[src/rtl/sevenseg_scan_decoder_if.sv]
// Bundle of the multiplexed 7-segment scan lines and the decoded results.
// The master modport drives the scan; the slave modport receives it and reports results.
interface sevenseg_scan_decoder_if #(
  parameter int NUM_DIGITS = 8
);
  logic [NUM_DIGITS-1:0]   an_in;
  logic [6:0]              cat_in;
  logic [4*NUM_DIGITS-1:0] digits;
  logic [NUM_DIGITS-1:0]   digit_valid;
  logic                    frame_done;
  logic                    seg_err;
  logic                    an_err;
  logic                    scan_stall;

  modport master (
    output an_in, cat_in,
    input  digits, digit_valid, frame_done, seg_err, an_err, scan_stall
  );

  modport slave (
    input  an_in, cat_in,
    output digits, digit_valid, frame_done, seg_err, an_err, scan_stall
  );
endinterface

[src/rtl/sevenseg_scan_decoder.sv]
// Receive side of a multiplexed 7-segment display: samples the AN/CAT scan, waits for a
// stable dwell, and rebuilds per-digit hex values plus frame, error and stall indications.
module sevenseg_scan_decoder #(
  parameter int NUM_DIGITS    = 8,
  parameter int SETTLE_CYCLES = 4,
  parameter int STALL_CYCLES  = 1000000
) (
  input  logic                    clk_in,
  input  logic                    rst,
  sevenseg_scan_decoder_if.slave  bus
);
  localparam int CNT_W   = (SETTLE_CYCLES > 1) ? $clog2(SETTLE_CYCLES + 1) : 1;
  localparam int STALL_W = $clog2(STALL_CYCLES + 1);

  typedef enum logic [1:0] {IDLE, SETTLE, HOLD} state_t;

  state_t                  state_q, state_d;
  logic [CNT_W-1:0]        cnt_q, cnt_d;
  logic [NUM_DIGITS-1:0]   an_s_q, an_p_q;
  logic [6:0]              cat_s_q, cat_p_q;
  logic [NUM_DIGITS-1:0]   seen_q, seen_d;
  logic [STALL_W-1:0]      stall_cnt_q, stall_cnt_d;
  logic                    frame_done_q, frame_done_d;
  logic                    seg_err_q, seg_err_d;
  logic                    an_err_q, an_err_d;
  logic                    scan_stall_q, scan_stall_d;

  logic [NUM_DIGITS-1:0]   an_act, prev_act;
  logic                    an_none, an_one, an_multi, prev_multi, s_changed;
  logic                    capture, cap_blank, glyph_ok;
  logic [3:0]              glyph_val;

  // Idle values for the sample pipeline are "no anode, all segments dark", so reset
  // never looks like a multi-hot scan.
  always_ff @(posedge clk_in) begin
    if (rst) begin
      an_s_q  <= '1;
      an_p_q  <= '1;
      cat_s_q <= 7'h7F;
      cat_p_q <= 7'h7F;
    end else begin
      an_s_q  <= bus.an_in;
      cat_s_q <= bus.cat_in;
      an_p_q  <= an_s_q;
      cat_p_q <= cat_s_q;
    end
  end

  always_comb begin
    an_act     = ~an_s_q;
    prev_act   = ~an_p_q;
    an_none    = (an_act == '0);
    an_one     = !an_none && ((an_act & (an_act - NUM_DIGITS'(1))) == '0);
    an_multi   = !an_none && !an_one;
    prev_multi = (prev_act != '0) && ((prev_act & (prev_act - NUM_DIGITS'(1))) != '0);
    s_changed  = (an_s_q != an_p_q) || (cat_s_q != cat_p_q);
  end

  always_ff @(posedge clk_in) begin
    if (rst) begin
      state_q <= IDLE;
      cnt_q   <= '0;
    end else begin
      state_q <= state_d;
      cnt_q   <= cnt_d;
    end
  end

  always_comb begin
    state_d = state_q;
    cnt_d   = cnt_q;
    case (state_q)
      IDLE: begin
        if (an_one) begin
          state_d = SETTLE;
          cnt_d   = CNT_W'(1);
        end
      end
      SETTLE: begin
        if (!an_one) begin
          state_d = IDLE;
        end else if (s_changed) begin
          cnt_d = CNT_W'(1);
        end else if (cnt_q == CNT_W'(SETTLE_CYCLES)) begin
          state_d = HOLD;
        end else begin
          cnt_d = cnt_q + CNT_W'(1);
        end
      end
      HOLD: begin
        if (!an_one) begin
          state_d = IDLE;
        end else if (s_changed) begin
          state_d = SETTLE;
          cnt_d   = CNT_W'(1);
        end
      end
      default: state_d = IDLE;
    endcase
  end

  always_comb begin
    glyph_ok  = 1'b1;
    glyph_val = 4'h0;
    case (cat_s_q)
      7'h40: glyph_val = 4'h0;
      7'h79: glyph_val = 4'h1;
      7'h24: glyph_val = 4'h2;
      7'h30: glyph_val = 4'h3;
      7'h19: glyph_val = 4'h4;
      7'h12: glyph_val = 4'h5;
      7'h02: glyph_val = 4'h6;
      7'h78: glyph_val = 4'h7;
      7'h00: glyph_val = 4'h8;
      7'h10: glyph_val = 4'h9;
      7'h08: glyph_val = 4'hA;
      7'h03: glyph_val = 4'hB;
      7'h46: glyph_val = 4'hC;
      7'h21: glyph_val = 4'hD;
      7'h06: glyph_val = 4'hE;
      7'h0E: glyph_val = 4'hF;
      default: glyph_ok = 1'b0;
    endcase
  end

  // The capture cycle needs one more unchanged sample after the counter fills.
  always_comb begin
    capture      = (state_q == SETTLE) && !s_changed && (cnt_q == CNT_W'(SETTLE_CYCLES));
    cap_blank    = (cat_s_q == 7'h7F);
    seen_d       = ((&seen_q) ? '0 : seen_q) | (capture ? an_act : '0);
    frame_done_d = &seen_q;
    seg_err_d    = capture && !glyph_ok && !cap_blank;
    an_err_d     = an_multi && !prev_multi;
    if (capture) begin
      stall_cnt_d = '0;
    end else if (stall_cnt_q == STALL_W'(STALL_CYCLES)) begin
      stall_cnt_d = stall_cnt_q;
    end else begin
      stall_cnt_d = stall_cnt_q + STALL_W'(1);
    end
    scan_stall_d = (stall_cnt_d == STALL_W'(STALL_CYCLES));
  end

  always_ff @(posedge clk_in) begin
    if (rst) begin
      seen_q       <= '0;
      stall_cnt_q  <= '0;
      frame_done_q <= 1'b0;
      seg_err_q    <= 1'b0;
      an_err_q     <= 1'b0;
      scan_stall_q <= 1'b0;
    end else begin
      seen_q       <= seen_d;
      stall_cnt_q  <= stall_cnt_d;
      frame_done_q <= frame_done_d;
      seg_err_q    <= seg_err_d;
      an_err_q     <= an_err_d;
      scan_stall_q <= scan_stall_d;
    end
  end

  generate
    for (genvar gi = 0; gi < NUM_DIGITS; gi++) begin : g_digit
      logic [3:0] val_q;
      logic       ok_q;

      // Blank and illegal patterns invalidate the digit but keep its last value.
      always_ff @(posedge clk_in) begin
        if (rst) begin
          val_q <= 4'h0;
          ok_q  <= 1'b0;
        end else if (capture && an_act[gi]) begin
          if (glyph_ok) begin
            val_q <= glyph_val;
          end
          ok_q <= glyph_ok;
        end
      end

      assign bus.digits[4*gi +: 4] = val_q;
      assign bus.digit_valid[gi]   = ok_q;
    end
  endgenerate

  assign bus.frame_done = frame_done_q;
  assign bus.seg_err    = seg_err_q;
  assign bus.an_err     = an_err_q;
  assign bus.scan_stall = scan_stall_q;
endmodule

[src/flat_wrapper.sv]
// flat-port wrapper written by rule: the top's interface ports become plain ports
module sevenseg_scan_decoder_flat 
#(
  parameter int NUM_DIGITS    = 8,
  parameter int SETTLE_CYCLES = 4,
  parameter int STALL_CYCLES  = 1000000
)
  (clk_in, rst, bus_an_in, bus_cat_in, bus_digits, bus_digit_valid, bus_frame_done, bus_seg_err, bus_an_err, bus_scan_stall);
  sevenseg_scan_decoder_if #(.NUM_DIGITS(NUM_DIGITS)) bus_i ();
  input  logic clk_in;
  input  logic rst;
  input wire logic [$bits(bus_i.an_in)-1:0] bus_an_in;
  input wire logic [$bits(bus_i.cat_in)-1:0] bus_cat_in;
  output wire logic [$bits(bus_i.digits)-1:0] bus_digits;
  output wire logic [$bits(bus_i.digit_valid)-1:0] bus_digit_valid;
  output wire logic [$bits(bus_i.frame_done)-1:0] bus_frame_done;
  output wire logic [$bits(bus_i.seg_err)-1:0] bus_seg_err;
  output wire logic [$bits(bus_i.an_err)-1:0] bus_an_err;
  output wire logic [$bits(bus_i.scan_stall)-1:0] bus_scan_stall;
  assign bus_i.an_in = bus_an_in;
  assign bus_i.cat_in = bus_cat_in;
  assign bus_digits = bus_i.digits;
  assign bus_digit_valid = bus_i.digit_valid;
  assign bus_frame_done = bus_i.frame_done;
  assign bus_seg_err = bus_i.seg_err;
  assign bus_an_err = bus_i.an_err;
  assign bus_scan_stall = bus_i.scan_stall;
  sevenseg_scan_decoder #(.NUM_DIGITS(NUM_DIGITS), .SETTLE_CYCLES(SETTLE_CYCLES), .STALL_CYCLES(STALL_CYCLES)) u_core (.clk_in(clk_in), .rst(rst), .bus(bus_i));
endmodule
[config.mk]
export PLATFORM = sky130hd
export DESIGN_NAME = sevenseg_scan_decoder_flat
export DESIGN_NICKNAME = d
export VERILOG_FILES = /design/src/rtl/sevenseg_scan_decoder_if.sv /design/src/rtl/sevenseg_scan_decoder.sv /design/src/flat_wrapper.sv
export SDC_FILE = /design/constraint.sdc
export NUM_CORES = 1
export LEC_CHECK = 0
export CORE_MARGIN = 3
export CORE_UTILIZATION = 60
export CTS_CLUSTER_SIZE = 40
export DETAILED_ROUTE_END_ITERATION = 10
export HOLD_SLACK_MARGIN = 0.12
export PLACE_DENSITY = 0.95
export RECOVER_POWER = 25
export SETUP_SLACK_MARGIN = 0.02
export SKIP_LAST_GASP = 1
export SLEW_MARGIN = 20
export SYNTH_ARGS = -nofsm -noshare
export SYNTH_HDL_FRONTEND = slang
export SYNTH_SLANG_ARGS = --single-unit
export TNS_END_PERCENT = 20
[constraint.sdc]
create_clock -name clk_in -period 4.3 [get_ports clk_in]
set_input_delay 0.86 -clock clk_in [delete_from_list [all_inputs] [get_ports clk_in]]
set_output_delay 0.86 -clock clk_in [all_outputs]
set_load 0.005 [all_outputs]
# Word-level counts from Yosys, hierarchy flattened
# Cells that the tools add are included.
dict set report word_totals {
  reg_bits 107
  inputBits 17
  output_inout_bits 44
  elab_cells 130
}
dict set report classes {
  n_addsub 4
  n_eq_ne 31
  mux 20
  bitwise_logic 5
  reduce_logical 42
}
# op n
set ops {}
lappend ops {{one-hot mux 4 bit (15 select lines)} 1}
lappend ops {{== test 20 bit, second input constant} 2}
lappend ops {{two-way mux 20 bit} 2}
lappend ops {{== test 7 bit, second input constant} 5}
lappend ops {{== test 7 x 5 -> 1 bit, second input constant} 3}
lappend ops {{== test 7 x 6 -> 1 bit, second input constant} 3}
lappend ops {{adder 20 x 1 -> 20 bit, second input constant} 1}
lappend ops {{two-way mux 3 bit} 6}
lappend ops {{AND 8 bit} 2}
lappend ops {{logical AND 1 bit} 16}
lappend ops {{zero test 8 bit} 2}
lappend ops {{two-way mux 8 bit} 2}
lappend ops {{NOT 8 bit} 2}
lappend ops {{AND reduction 2 bit} 8}
lappend ops {{nonzero test 8 bit} 2}
lappend ops {{OR reduction 16 bit} 1}
lappend ops {{subtractor 8 x 1 -> 8 bit, second input constant} 2}
lappend ops {{== test 7 x 2 -> 1 bit, second input constant} 2}
lappend ops {{== test 7 x 4 -> 1 bit, second input constant} 2}
lappend ops {{two-way mux 2 bit} 6}
lappend ops {{inequality test 3 bit, second input constant} 3}
lappend ops {{one-hot mux 3 bit (3 select lines)} 1}
lappend ops {{inequality test 2 x 1 -> 1 bit, second input constant} 4}
lappend ops {{inequality test 8 bit} 1}
lappend ops {{other kinds (18)} 23}

# Depth between registers and ports, before layout
# Gate-level depths: netlist of run 1.
dict set report depth {
  ltp_word 8
  depth_mapped 10
  ltp_nobuf 8
}

# Worst setup path before layout of run 1
# Ideal clock, no wire load.
dict set report synth_path {
  kind {register to register}
  from {register u_core.cat_s_q[0]}
  to {register u_core.g_digit[1].val_q[3]}
  setup_ns 0.132
  arrival_ns 2.144
  t_required_ns 4.168
  path_slack_ns 2.023
  stages_incl_launch_ff 9
  n_path_buf 2
  synth_period_minus_slack_ns 2.277
  path_cell_list {dfxtp_1 -> clkbuf_1 -> xor2_1 -> nor4_1 -> nand4_1 -> buf_2 -> or2_2 -> o21ai_0 -> a21oi_1}
}
dict set report synth_via {
  elab_chain_len 7
  word_cells_on_any_way 26
  cone_classes {eq/ne: 16; mux: 2; reduce/logical: 8}
}
# item line_no
set synth_lines {}
lappend synth_lines {{start: declaration} sevenseg_scan_decoder.sv:20} ;# logic [6:0] cat_s_q, cat_p_q;
lappend synth_lines {{start signal: assignment} sevenseg_scan_decoder.sv:43} ;# cat_s_q <= bus.cat_in;
lappend synth_lines {{parallel branches: the longest is 7 deep, another holds OR reduction 16 bit} -}
lappend synth_lines {{end signal: assignment} sevenseg_scan_decoder.sv:174} ;# val_q <= glyph_val;
lappend synth_lines {{end: declaration} sevenseg_scan_decoder.sv:164} ;# logic [3:0] val_q;
# Parallel ways; which one is timed is not known.
# A chain may end at the register's enable or synchronous reset.

# Worst setup path after layout of run 1
dict set report layout_path {
  from {register u_core.cat_s_q[1]}
  to {register u_core.g_digit[7].val_q[2]}
}
dict set report layout_via {
  elab_chain_len 7
  word_cells_on_any_way 26
  cone_classes {eq/ne: 16; mux: 2; reduce/logical: 8}
}
# item line_no
set layout_lines {}
lappend layout_lines {{parallel branches: the longest is 7 deep, another holds OR reduction 16 bit} -}
lappend layout_lines {{end signal: assignment} sevenseg_scan_decoder.sv:174}
lappend layout_lines {{end: declaration} sevenseg_scan_decoder.sv:164}
# Parallel ways; which one is timed is not known.

==> run_results.csv, run 1 <==
group,metric,value,unit
routing,drt_iter0_drc,324,
setup_path,required,4.54,ns
sta,setup_tns,0,ns
grt,grt_max_degree,89,
clock_network,cts.sink_count,107,
grt,grt-ovfl-total,0,
clock_network,post_cts.repair.setup_buffers,0,
sta,fin_crit,2.80,ns
placement,hpwl,7730,um
sta,worst_pin_slew,1.00,ns
pwr,pwr-share-clk,0.340,
cells_and_area,drive_gt1_frac,0.124,
pwr,power_frac_seq,0.595,
clock_network,cts_buffers,9,
routing,avgViaCountPerCell,6.07,
setup_path,criticalPathCategory,"reg2reg",
clock_network,cts.path.max_buffers,2,
setup_path,critPathCaptureType,"flop",
yosys,syn_avg_cell_area,8.72,um2
routing,wirelength,11600,um
yosys,seq_area_frac_synth,0.438,
placement,numPortBuffers,60,
die,initial_core_util,0.626,
yosys,syn_nets,582,
sta,slew_headroom,0.328,
sta,skew,0.0124,ns
die,fp.dieArea,0.00927,mm2
yosys,synth_top_area_cell,"dfxtp_1",
grt,grt_pass1_vias,4088,
yosys,netlist.area_leader.share,0.438,
cells_and_area,area_growth,14.6,%
pwr,power_switching,0.462,mW
setup_path,worstPathArrival,3.04,ns
die,die_w,96.3,um
grt,grt_util_all_layers,0.256,
pwr,vdd_ir_drop_max,0.243,mV
sta,rsz0062_at_grt,"false",
grt,antenna_found_initial,0,
yosys,synthesis.area,0.00489,mm2
setup_path,critPathMaxStageDelay,0.64,ns
sta,fin_crit_sh,0.652,
routing,wl_per_cell,16.6,um
yosys,yosys_most_used_dff,"dfxtp_1",
clock_network,clock-root-buffer,"clkbuf_8",
min_path,hold_class,"reg2reg",
pwr,leakagePower,1.88,nW
setup_path,slowest_stage,"dfxtp_1",
clock_network,post_cts_resized,0,
yosys,ys_seq_elements,107,
sta,fmax,357,MHz
die,die_h,96.3,um
placement,gp_congestion,0.866,
routing,antenna_left,0,
clock_network,path_clk_slew,0.11,ns
grt,grt_pass1_wl,18600,um
sta,maxSlewViolCount,0,
clock_network,hold_buffers,0,
setup_path,crit_chain,"or3b_2, a21boi_0, a311oi_2, buf_4, and2_1, o21ai_0, a21oi_1",
die,io_pins,61,
placement,place_ws,1.72,ns
yosys,ys_warn_count,0,
pwr,p_sw_frac,0.264,
yosys,synthTopCellsByArea,"dfxtp_1 44%, or2_2 5.0%, xor2_1 4.8%, a21oi_1 4.7%, nor2_1 4.5%",
pwr,pwr-share-comb,0.065,
routing,drc,0,
die,rows,32,
setup_path,start_kind,"flop",
cells_and_area,antenna_cells,0,
die,fp.coreArea,0.00781,mm2
sta,setup_violations,0,
yosys,ys_types,65,
pwr,p_int,1.29,mW
pwr,p_per_area,313,mW/mm2
cells_and_area,fin_nets,611,
outcome,status,"finished, final reports clean",
yosys,synth_edf_count,0,
clock_network,clock_latency,0.38,ns
clock_network,htree_levels,3,
job,drv_cap,0,
sta,finalHoldViolations,0,
yosys,async_flop_share,0,
sta,finalWorstSetupSlack,1.50,ns
yosys,syn_inst,561,
routing,vias,4233,
setup_path,cp_max_fo,16,
routing,firstDrtPassIters,6,
clock_network,cts_tree,"yes",
## cell usage after synthesis (3+ instances only)
cell type  number
xor2_1         27
buf_2          13
nand2b_1        5
clkbuf_1       22
a2111oi_0       3
dfxtp_1       107
nor4_1          6
nand3_1        15
inv_1           9
nand4_1        10
nor2b_1         4
nand4b_1        3
and2_1          6
maj3_1          3
and4_1          3
or3_1           3
or2_2          39
buf_4           8
nor3_1         10
o21ai_0        27
mux2i_1        12
nor2_1         58
a21oi_1        46
xnor2_1        11
and3_1          8
a41oi_1         3
a211oi_2        5
nand2_1        48
ha_1            4
## layout by cell type (no fill, tap or decap), types with 6 or more instances in the layout
cell	n
clkdlybuf4s50_1	54
xnor2_1	11
nand2_1	48
mux2i_1	12
nand3_1	15
or2_2	39
nor4_1	6
xor2_1	27
nor2_1	58
dfxtp_1	107
nand4_1	10
and3_1	8
nor3_1	10
inv_1	9
a21oi_1	46
clkbuf_8	9
o21ai_0	27
and2_1	6
## flip-flops by register name (all words and copies together) (netlist names), 7 cells and up
| register | flops |
|---|---|
| u_core.seen_q | 8 |
| u_core.an_p_q | 8 |
| u_core.g_digit.ok_q | 8 |
| u_core.g_digit.val_q | 32 |
| u_core.cat_p_q | 7 |
| u_core.an_s_q | 8 |
| u_core.stall_cnt_q | 20 |
| u_core.cat_s_q | 7 |
## path summary, 6_finish.rpt
path	from	cells after the start	endpoint	slack, ns
min	u_core.seen_q[7]$_SDFF_PP0_	2	u_core.seen_q[7]$_SDFF_PP0_	0.47
max	u_core.cat_s_q[1]$_SDFF_PP1_	7	u_core.g_digit[7].val_q[2]$_SDFFE_PP0P_	1.50
max reg2reg	u_core.cat_s_q[1]$_SDFF_PP1_	7	u_core.g_digit[7].val_q[2]$_SDFFE_PP0P_	1.50
min reg2reg	u_core.seen_q[7]$_SDFF_PP0_	2	u_core.seen_q[7]$_SDFF_PP0_	0.47
## layer usage
metal | vias to the layer above | share of wire | GRT usage
li1 | 1980 | - | -
met3 | 28 | 0.077 | 0.0719
met2 | 187 | 0.51 | 0.431
met1 | 2038 | 0.39 | 0.310
met5 | - | 0 | 0
met4 | 0 | 0.019 | 0.0960
## cells by family (layout without fill, tap and decap cells)
| group | after synthesis | count (layout) | synth area share |
|---|---|---|---|
| compound gates | 109 | 109 | 0.146 |
| xor+xnor | 38 | 38 | 0.0681 |
| fa+ha+maj | 7 | 7 | 0.0164 |
| buf+inv | 54 | 88 | 0.0525 |
| flops | 107 | 107 | 0.438 |
| mux | 12 | 12 | 0.0246 |
| simple gates | 234 | 234 | 0.255 |
## worst max-delay path, delay by kind of cell, from the launching register on
family                 cells  cell delay (ns)
AOI/OAI and AO/OA          4             0.92
DFF                        1             0.64
and+or+nand+nor            2             0.85
buffers and inverters      1             0.25
## power by group through the flow
stage          combinational (mW)  sequential [mW]  clock (mW)
3_5_place_dp                0.111             1.06           0
4_1_cts                     0.112             1.04       0.599
3_3_place_gp                0.106             1.06           0
5_1_grt                     0.125             1.05       0.639
2_1_floorplan              0.0935             1.04           0
6_report                    0.113             1.04       0.596
## through the flow
stage	hold WS [ns]	utilization	cells	cell area, um2	power, mW
after floorplan	0.432	-	561	4890	1.14
after global placement	0.439	0.693	681	5410	1.17
after detailed placement	0.450	0.693	681	5410	1.18
after CTS	0.466	0.718	697	5600	1.75
after global routing	0.496	0.717	697	5600	1.81
final	0.466	0.717	697	5600	1.75
## layout make-up
| class | count | area, um2 |
|---|---|---|
| Timing Repair Buffer | 63 | 617 |
| Sequential cell | 107 | 2140 |
| Fill cell | 565 | 2210 |
| Tap cell | 102 | 128 |
| Clock buffer | 9 | 124 |
| Multi-Input combinational cell | 400 | 2490 |
| Inverter | 9 | 33.8 |
| Clock inverter | 7 | 66.3 |
No activity file was read; power rests on OpenSTA's default activity.
==> inputs of run 2 (changes only) <==
--- a/config.mk
+++ b/config.mk
@@ -6,11 +6,11 @@
 export NUM_CORES = 1
 export LEC_CHECK = 0
 export CORE_MARGIN = 3
-export CORE_UTILIZATION = 60
+export CORE_UTILIZATION = 50
 export CTS_CLUSTER_SIZE = 40
 export DETAILED_ROUTE_END_ITERATION = 10
 export HOLD_SLACK_MARGIN = 0.12
-export PLACE_DENSITY = 0.95
+export PLACE_DENSITY = 0.86
 export RECOVER_POWER = 25
 export SETUP_SLACK_MARGIN = 0.02
 export SKIP_LAST_GASP = 1
==> constraint.sdc (replaced) <==
create_clock -name clk_in -period 2.4 [get_ports clk_in]
set_input_delay 0.48 -clock clk_in [delete_from_list [all_inputs] [get_ports clk_in]]
set_output_delay 0.48 -clock clk_in [all_outputs]
set_load 0.005 [all_outputs]
==> run 2 against run 1 <==
Combinational power increased by 130%. Setup slack worse by 1.4 ns. Non-clock buffer count rose by 28. Wire length is 1.8% lower. Cell area grew 6.2%. First-iteration DRC count is 20% lower. Clock power grew 96%. Maximum frequency up 21%. Die area is 19% higher. Global-route usage shrank 4.5 points. Final cell count rose by 7.9%.
==> run_results.csv, run 2 (synthesis gave the netlist of run 1 again) <==
group,metric,value,unit
setup_path,rr_startpoint,"u_core.cat_s_q[3]$_SDFF_PP1_",
die,fp.dieArea,0.0110,mm2
min_path,worstHoldPathCells,2,
job,drv_cap,0,
routing,vias,4145,
cells_and_area,final_cell_mix,"105 x dfxtp_1, 59 x clkdlybuf4s50_1, 58 x nor2_1, 48 x nand2_1, 46 x a21oi_1",
setup_path,critPathCaptureType,"flop",
clock_network,clock_latency,0.38,ns
grt,grt_pass1_wl,19100,um
setup_path,r2r_setup_slack,0.09,ns
die,rows,35,
clock_network,cts.sink_count,107,
sta,finalWorstSetupSlack,0.0858,ns
sta,worst_pin_slew,0.414,ns
placement,hpwl,8340,um
setup_path,start_kind,"flop",
grt,grt_pass1_vias,4042,
min_path,min_from,"rst",
cells_and_area,largest-register,"u_core.g_digit.val_q",
cells_and_area,mostFrequentLayoutCell,"dfxtp_1",
setup_path,r2r-end,"u_core.g_digit[7].val_q[1]$_SDFFE_PP0P_",
sta,maxSlewViolCount,0,
sta,fin_crit,2.31,ns
cells_and_area,ff_latch_area,0.00214,mm2
routing,wl_per_cell,15.1,um
placement,post-place-cells,736,
sta,slew_headroom,0.717,
sta,setup_violations,0,
pwr,vdd_ir_drop_max,0.376,mV
sta,fin_crit_sh,0.964,
sta,setup_tns,0,ns
sta,skew,0.0142,ns
placement,place_ws,0.0193,ns
grt,grt_util_all_layers,0.211,
routing,wirelength,11400,um
cells_and_area,fillers,781,
clock_network,path_clk_slew,0.10,ns
sta,finalHoldViolations,0,
grt,antenna_found_initial,0,
cells_and_area,area_growth,21.7,%
routing,avgViaCountPerCell,5.51,
clock_network,clock-root-buffer,"clkbuf_8",
clock_network,cts_buffers,9,
setup_path,worstPathArrival,2.58,ns
setup_path,criticalPathCategory,"reg2reg",
die,initial_core_util,0.522,
setup_path,cp_max_fo,16,
placement,numPortBuffers,60,
routing,firstDrtPassIters,5,
routing,drc,0,
clock_network,cts.path.max_buffers,2,
placement,place_area,0.00568,mm2
cells_and_area,stdcell_count,752,
die,die_w,105,um
outcome,status,"finished, final reports clean",
grt,grt_max_degree,35,
cells_and_area,drive_gt1_frac,0.173,
min_path,hold_end,"u_core.bus.seg_err$_SDFF_PP0_",
routing,antenna_left,0,
setup_path,reg2reg_depth,7,
placement,gp_congestion,0.845,
die,die_h,105,um
die,io_pins,61,
routing,drt_iter0_drc,258,
clock_network,cts_tree,"yes",
cells_and_area,fin_nets,639,
cells_and_area,fin_area,0.00595,mm2
grt,grt-ovfl-total,0,
setup_path,required,2.67,ns
clock_network,post_cts.repair.setup_buffers,0,
cells_and_area,reg_top3,"u_core.g_digit.val_q: 32 flops, u_core.stall_cnt_q: 20 flops",
pwr,p_per_area,551,mW/mm2
die,fp.coreArea,0.00937,mm2
clock_network,hold_buffers,0,
cells_and_area,multi_input_area,0.00254,mm2
cells_and_area,antenna_cells,0,
sta,rsz0062_at_grt,"true",
clock_network,htree_levels,3,
pwr,leakagePower,2.04,nW
min_path,hold_class,"in2reg",
sta,fmax,432,MHz
cells_and_area,largest_reg_flops,32,
-- run 2: what timing repair did --
item                       4_1_cts  5_1_grt
resized for setup                2       11
gates cloned                     0        0
setup endpoints to repair        4       34
pin swaps                        0        2
-- run 2: area by class of cell --
cell class / count / area share
Multi-Input combinational cell: 400 / 0.426
Sequential cell: 107 / 0.360
Timing Repair Buffer: 91 / 0.144
Tap cell: 129 / 0.0271
Clock buffer: 9 / 0.0208
Clock inverter: 7 / 0.0156
Inverter: 9 / 0.00568
-- run 2: power by group --
part           internal [mW]  switching (mW)  total [mW]  leakage [nW]
Sequential              1.81          0.0401        1.85         0.870
Combinational          0.125           0.134       0.260          1.06
Clock                  0.512           0.660        1.17         0.109
Total                   2.45           0.835        3.28          2.04
-- run 2: worst max path at each step --
stage | startpoint | to | depth (start not counted)
floorplan | u_core.cat_s_q[0]$_SDFF_PP1_ | u_core.g_digit[1].val_q[3]$_SDFFE_PP0P_ | 8
CTS | u_core.cat_s_q[3]$_SDFF_PP1_ | u_core.g_digit[3].val_q[1]$_SDFFE_PP0P_ | 7
global route | u_core.cat_s_q[3]$_SDFF_PP1_ | u_core.g_digit[7].val_q[2]$_SDFFE_PP0P_ | 8
global placement | u_core.cat_s_q[3]$_SDFF_PP1_ | u_core.g_digit[2].val_q[2]$_SDFFE_PP0P_ | 7
detailed placement | u_core.cat_s_q[0]$_SDFF_PP1_ | u_core.g_digit[7].val_q[1]$_SDFFE_PP0P_ | 8
finish | u_core.cat_s_q[3]$_SDFF_PP1_ | u_core.g_digit[7].val_q[1]$_SDFFE_PP0P_ | 7
-- run 2: metrics by stage --
step / hold WS, ns / util / power, mW
floorplan: 0.432 / - / 2.04
global placement: 0.441 / 0.606 / 2.13
detailed placement: 0.452 / 0.606 / 2.14
CTS: 0.454 / 0.630 / 3.30
global route: 0.481 / 0.635 / 3.40
finish: 0.470 / 0.635 / 3.28
-- run 2: layer usage --
metal	vias up	routed length, um	global-route usage
li1	2043	-	-
met1	1984	4810	0.259
met2	98	5960	0.369
met3	20	420	0.0482
met4	0	199	0.0619
met5	-	0	0
-- run 2: critical path, cell delays in order (launching register included) --
cell and delay, ns:
dfxtp_1 0.35, or4_1 0.57, a2111oi_4 0.38, a311oi_2 0.10, buf_12 0.19, and2_2 0.28, o21ai_0 0.25, a21oi_1 0.09
==> inputs of run 3 (changes only) <==
--- a/config.mk
+++ b/config.mk
@@ -9,6 +9,7 @@
 export CORE_UTILIZATION = 50
 export CTS_CLUSTER_SIZE = 40
 export DETAILED_ROUTE_END_ITERATION = 10
+export GPL_TIMING_DRIVEN = 0
 export HOLD_SLACK_MARGIN = 0.12
 export PLACE_DENSITY = 0.86
 export RECOVER_POWER = 25
==> run 3 against run 2 <==
Flip-flop and latch count did not move. Sequential power barely moved. Die area did not move. Core utilization rose by 0.85 points. Worst hold slack got worse by 0.0022 ns. Power rose by 0.21%. Maximum frequency fell by 3.0%. Via count rose by 5.0%. Wire length rose by 10%. Non-clock buffer count rose by 14. Largest power group unchanged. Highest routed layer unchanged.
==> run_results.csv, run 3 (synthesis gave the netlist of run 1 again) <==
group,metric,value,unit
outcome,status,"finished, final reports clean",
routing,drt_iter0_drc,279,
grt,grt_pass1_vias,4370,
setup_path,crit_path_start,"u_core.cat_s_q[0]$_SDFF_PP1_",
sta,slew_headroom,0.552,
sta,setup_tns,0,ns
clock_network,path_clk_slew,0.11,ns
placement,place_ws,-0.571,ns
sta,fin_crit_sh,0.995,
die,initial_core_util,0.522,
setup_path,critPathCaptureType,"flop",
placement,gp_congestion,0.877,
routing,drc,0,
routing,avgViaCountPerCell,5.68,
grt,antenna_found_initial,0,
cells_and_area,antenna_cells,0,
placement,hpwl,8910,um
job,drv_cap,0,
setup_path,crit_chain,"or4_4, a2111oi_4, a311oi_4, buf_12, and2_1, buf_2, o21ai_0, a21oi_1",
setup_path,critPathMaxStageDelay,0.55,ns
pwr,pwr-share-clk,0.358,
pwr,leakagePower,2.07,nW
cells_and_area,final_cell_mix,"101 x dfxtp_1, 58 x clkdlybuf4s50_1, 55 x nor2_1, 47 x nand2_1, 46 x a21oi_1",
die,io_pins,61,
clock_network,htree_levels,3,
sta,finalHoldViolations,0,
clock_network,cts.path.max_buffers,2,
grt,grt-ovfl-total,0,
die,fp.dieArea,0.0110,mm2
sta,fmax,419,MHz
cells_and_area,largest_reg_flops,32,
cells_and_area,mostFrequentLayoutCell,"dfxtp_1",
min_path,min_from,"u_core.seen_q[0]$_SDFF_PP0_",
setup_path,rr_startpoint,"u_core.cat_s_q[0]$_SDFF_PP1_",
setup_path,start_kind,"flop",
placement,numPortBuffers,60,
clock_network,clock_latency,0.39,ns
clock_network,cts_tree,"yes",
grt,grt_util_all_layers,0.225,
sta,setup_violations,0,
cells_and_area,fin_nets,653,
pwr,p_per_area,545,mW/mm2
setup_path,required,2.66,ns
pwr,power_frac_seq,0.564,
pwr,power_switching,0.834,mW
setup_path,slowest_stage,"or4_4",
sta,fin_crit,2.39,ns
die,fp.coreArea,0.00937,mm2
pwr,pwr-share-comb,0.078,
die,die_w,105,um
die,rows,35,
setup_path,worstPathArrival,2.64,ns
sta,skew,0.0186,ns
cells_and_area,reg_top3,"u_core.g_digit.val_q: 32 flops, u_core.stall_cnt_q: 20 flops",
cells_and_area,post-route-util,0.643,
cells_and_area,drive_gt1_frac,0.188,
pwr,p_sw_frac,0.254,
cells_and_area,largest-register,"u_core.g_digit.val_q",
routing,vias,4353,
sta,worst_pin_slew,0.670,ns
routing,antenna_left,0,
setup_path,cp_max_fo,10,
grt,grt_max_degree,20,
min_path,hold_class,"reg2reg",
clock_network,cts.sink_count,107,
sta,maxSlewViolCount,0,
pwr,vdd_ir_drop_max,0.476,mV
cells_and_area,area_growth,23.3,%
cells_and_area,fillers,756,
routing,wirelength,12600,um
clock_network,clock-root-buffer,"clkbuf_8",
grt,grt_pass1_wl,20200,um
sta,finalWorstSetupSlack,0.0130,ns
pwr,p_int,2.45,mW
sta,rsz0062_at_grt,"true",
routing,firstDrtPassIters,5,
routing,wl_per_cell,16.4,um
clock_network,cts_buffers,9,
setup_path,criticalPathCategory,"reg2reg",
die,die_h,105,um
## run 3: cell count changes in the layout (fill, tap and decap cells not counted), moves of 3 or more
cell / change
nor2_1: -3
nor4_1: -4
nor4_2: +4
dfxtp_2: +4
clkbuf_4: +6
buf_4: -12
o21ai_1: +3
o21ai_0: -3
clkbuf_1: +14
dfxtp_1: -4
buf_2: +6
nor2_2: +3
## run 3: final timing paths
check	endpoint	slack (ns)	cells after the start
setup / recovery	u_core.g_digit[0].val_q[0]$_SDFFE_PP0P_	0.01	8
hold / removal	u_core.seen_q[0]$_SDFF_PP0_	0.47	2
setup reg to reg	u_core.g_digit[0].val_q[0]$_SDFFE_PP0P_	0.01	8
hold reg to reg	u_core.seen_q[0]$_SDFF_PP0_	0.47	2
## run 3: power by group through the flow
| stage | logic, mW | registers, mW | clock network (mW) |
|---|---|---|---|
| 3_3_place_gp | 0.237 | 1.88 | 0 |
| 6_report | 0.255 | 1.85 | 1.18 |
| 3_5_place_dp | 0.248 | 1.88 | 0 |
| 2_1_floorplan | 0.168 | 1.87 | 0 |
| 5_1_grt | 0.278 | 1.86 | 1.25 |
| 4_1_cts | 0.254 | 1.84 | 1.19 |
## run 3: repair_timing
item | CTS | global route
endpoints found under the setup margin | 72 | 46
pin swaps | 3 | 9
cloned | 0 | 0
buffers inserted | 4 | 4
hold buffers | 0 | 0
gates resized for setup | 7 | 33
## run 3: area by class of cell
type | count | area (um2) | area share
clock inverters | 5 | 67.6 | 0.0112
flip-flops and latches | 107 | 2150 | 0.357
plain buffers | 37 | 213 | 0.0353
inverters | 9 | 33.8 | 0.00560
multi-input cells | 400 | 2590 | 0.430
clock buffers | 11 | 141 | 0.0234
well taps | 129 | 161 | 0.0268
repair buffers | 68 | 673 | 0.112
## run 3: layer usage
layer	routed length (um)	up-vias	GRT usage	share of wire
met1	5020	2074	0.256	0.40
li1	-	2072	-	-
met3	833	36	0.0556	0.066
met5	0	-	0	0
met4	383	0	0.110	0.030
met2	6330	171	0.393	0.50
## run 3: stage by stage
stage	power, mW	cells	area [um2]	hold WS [ns]
final	3.29	766	6030	0.468
after global routing	3.39	766	6030	0.483
after CTS	3.29	766	5930	0.466
after detailed placement	2.13	750	5650	0.451
after global placement	2.11	750	5650	0.441
after floorplan	2.04	561	4890	0.432
## run 3: worst max-delay path, delay by kind of cell (launching register included)
family | cells | cell delay (ns)
flops | 1 | 0.35
simple gates | 2 | 0.75
compound gates | 4 | 0.78
buf+inv | 2 | 0.37
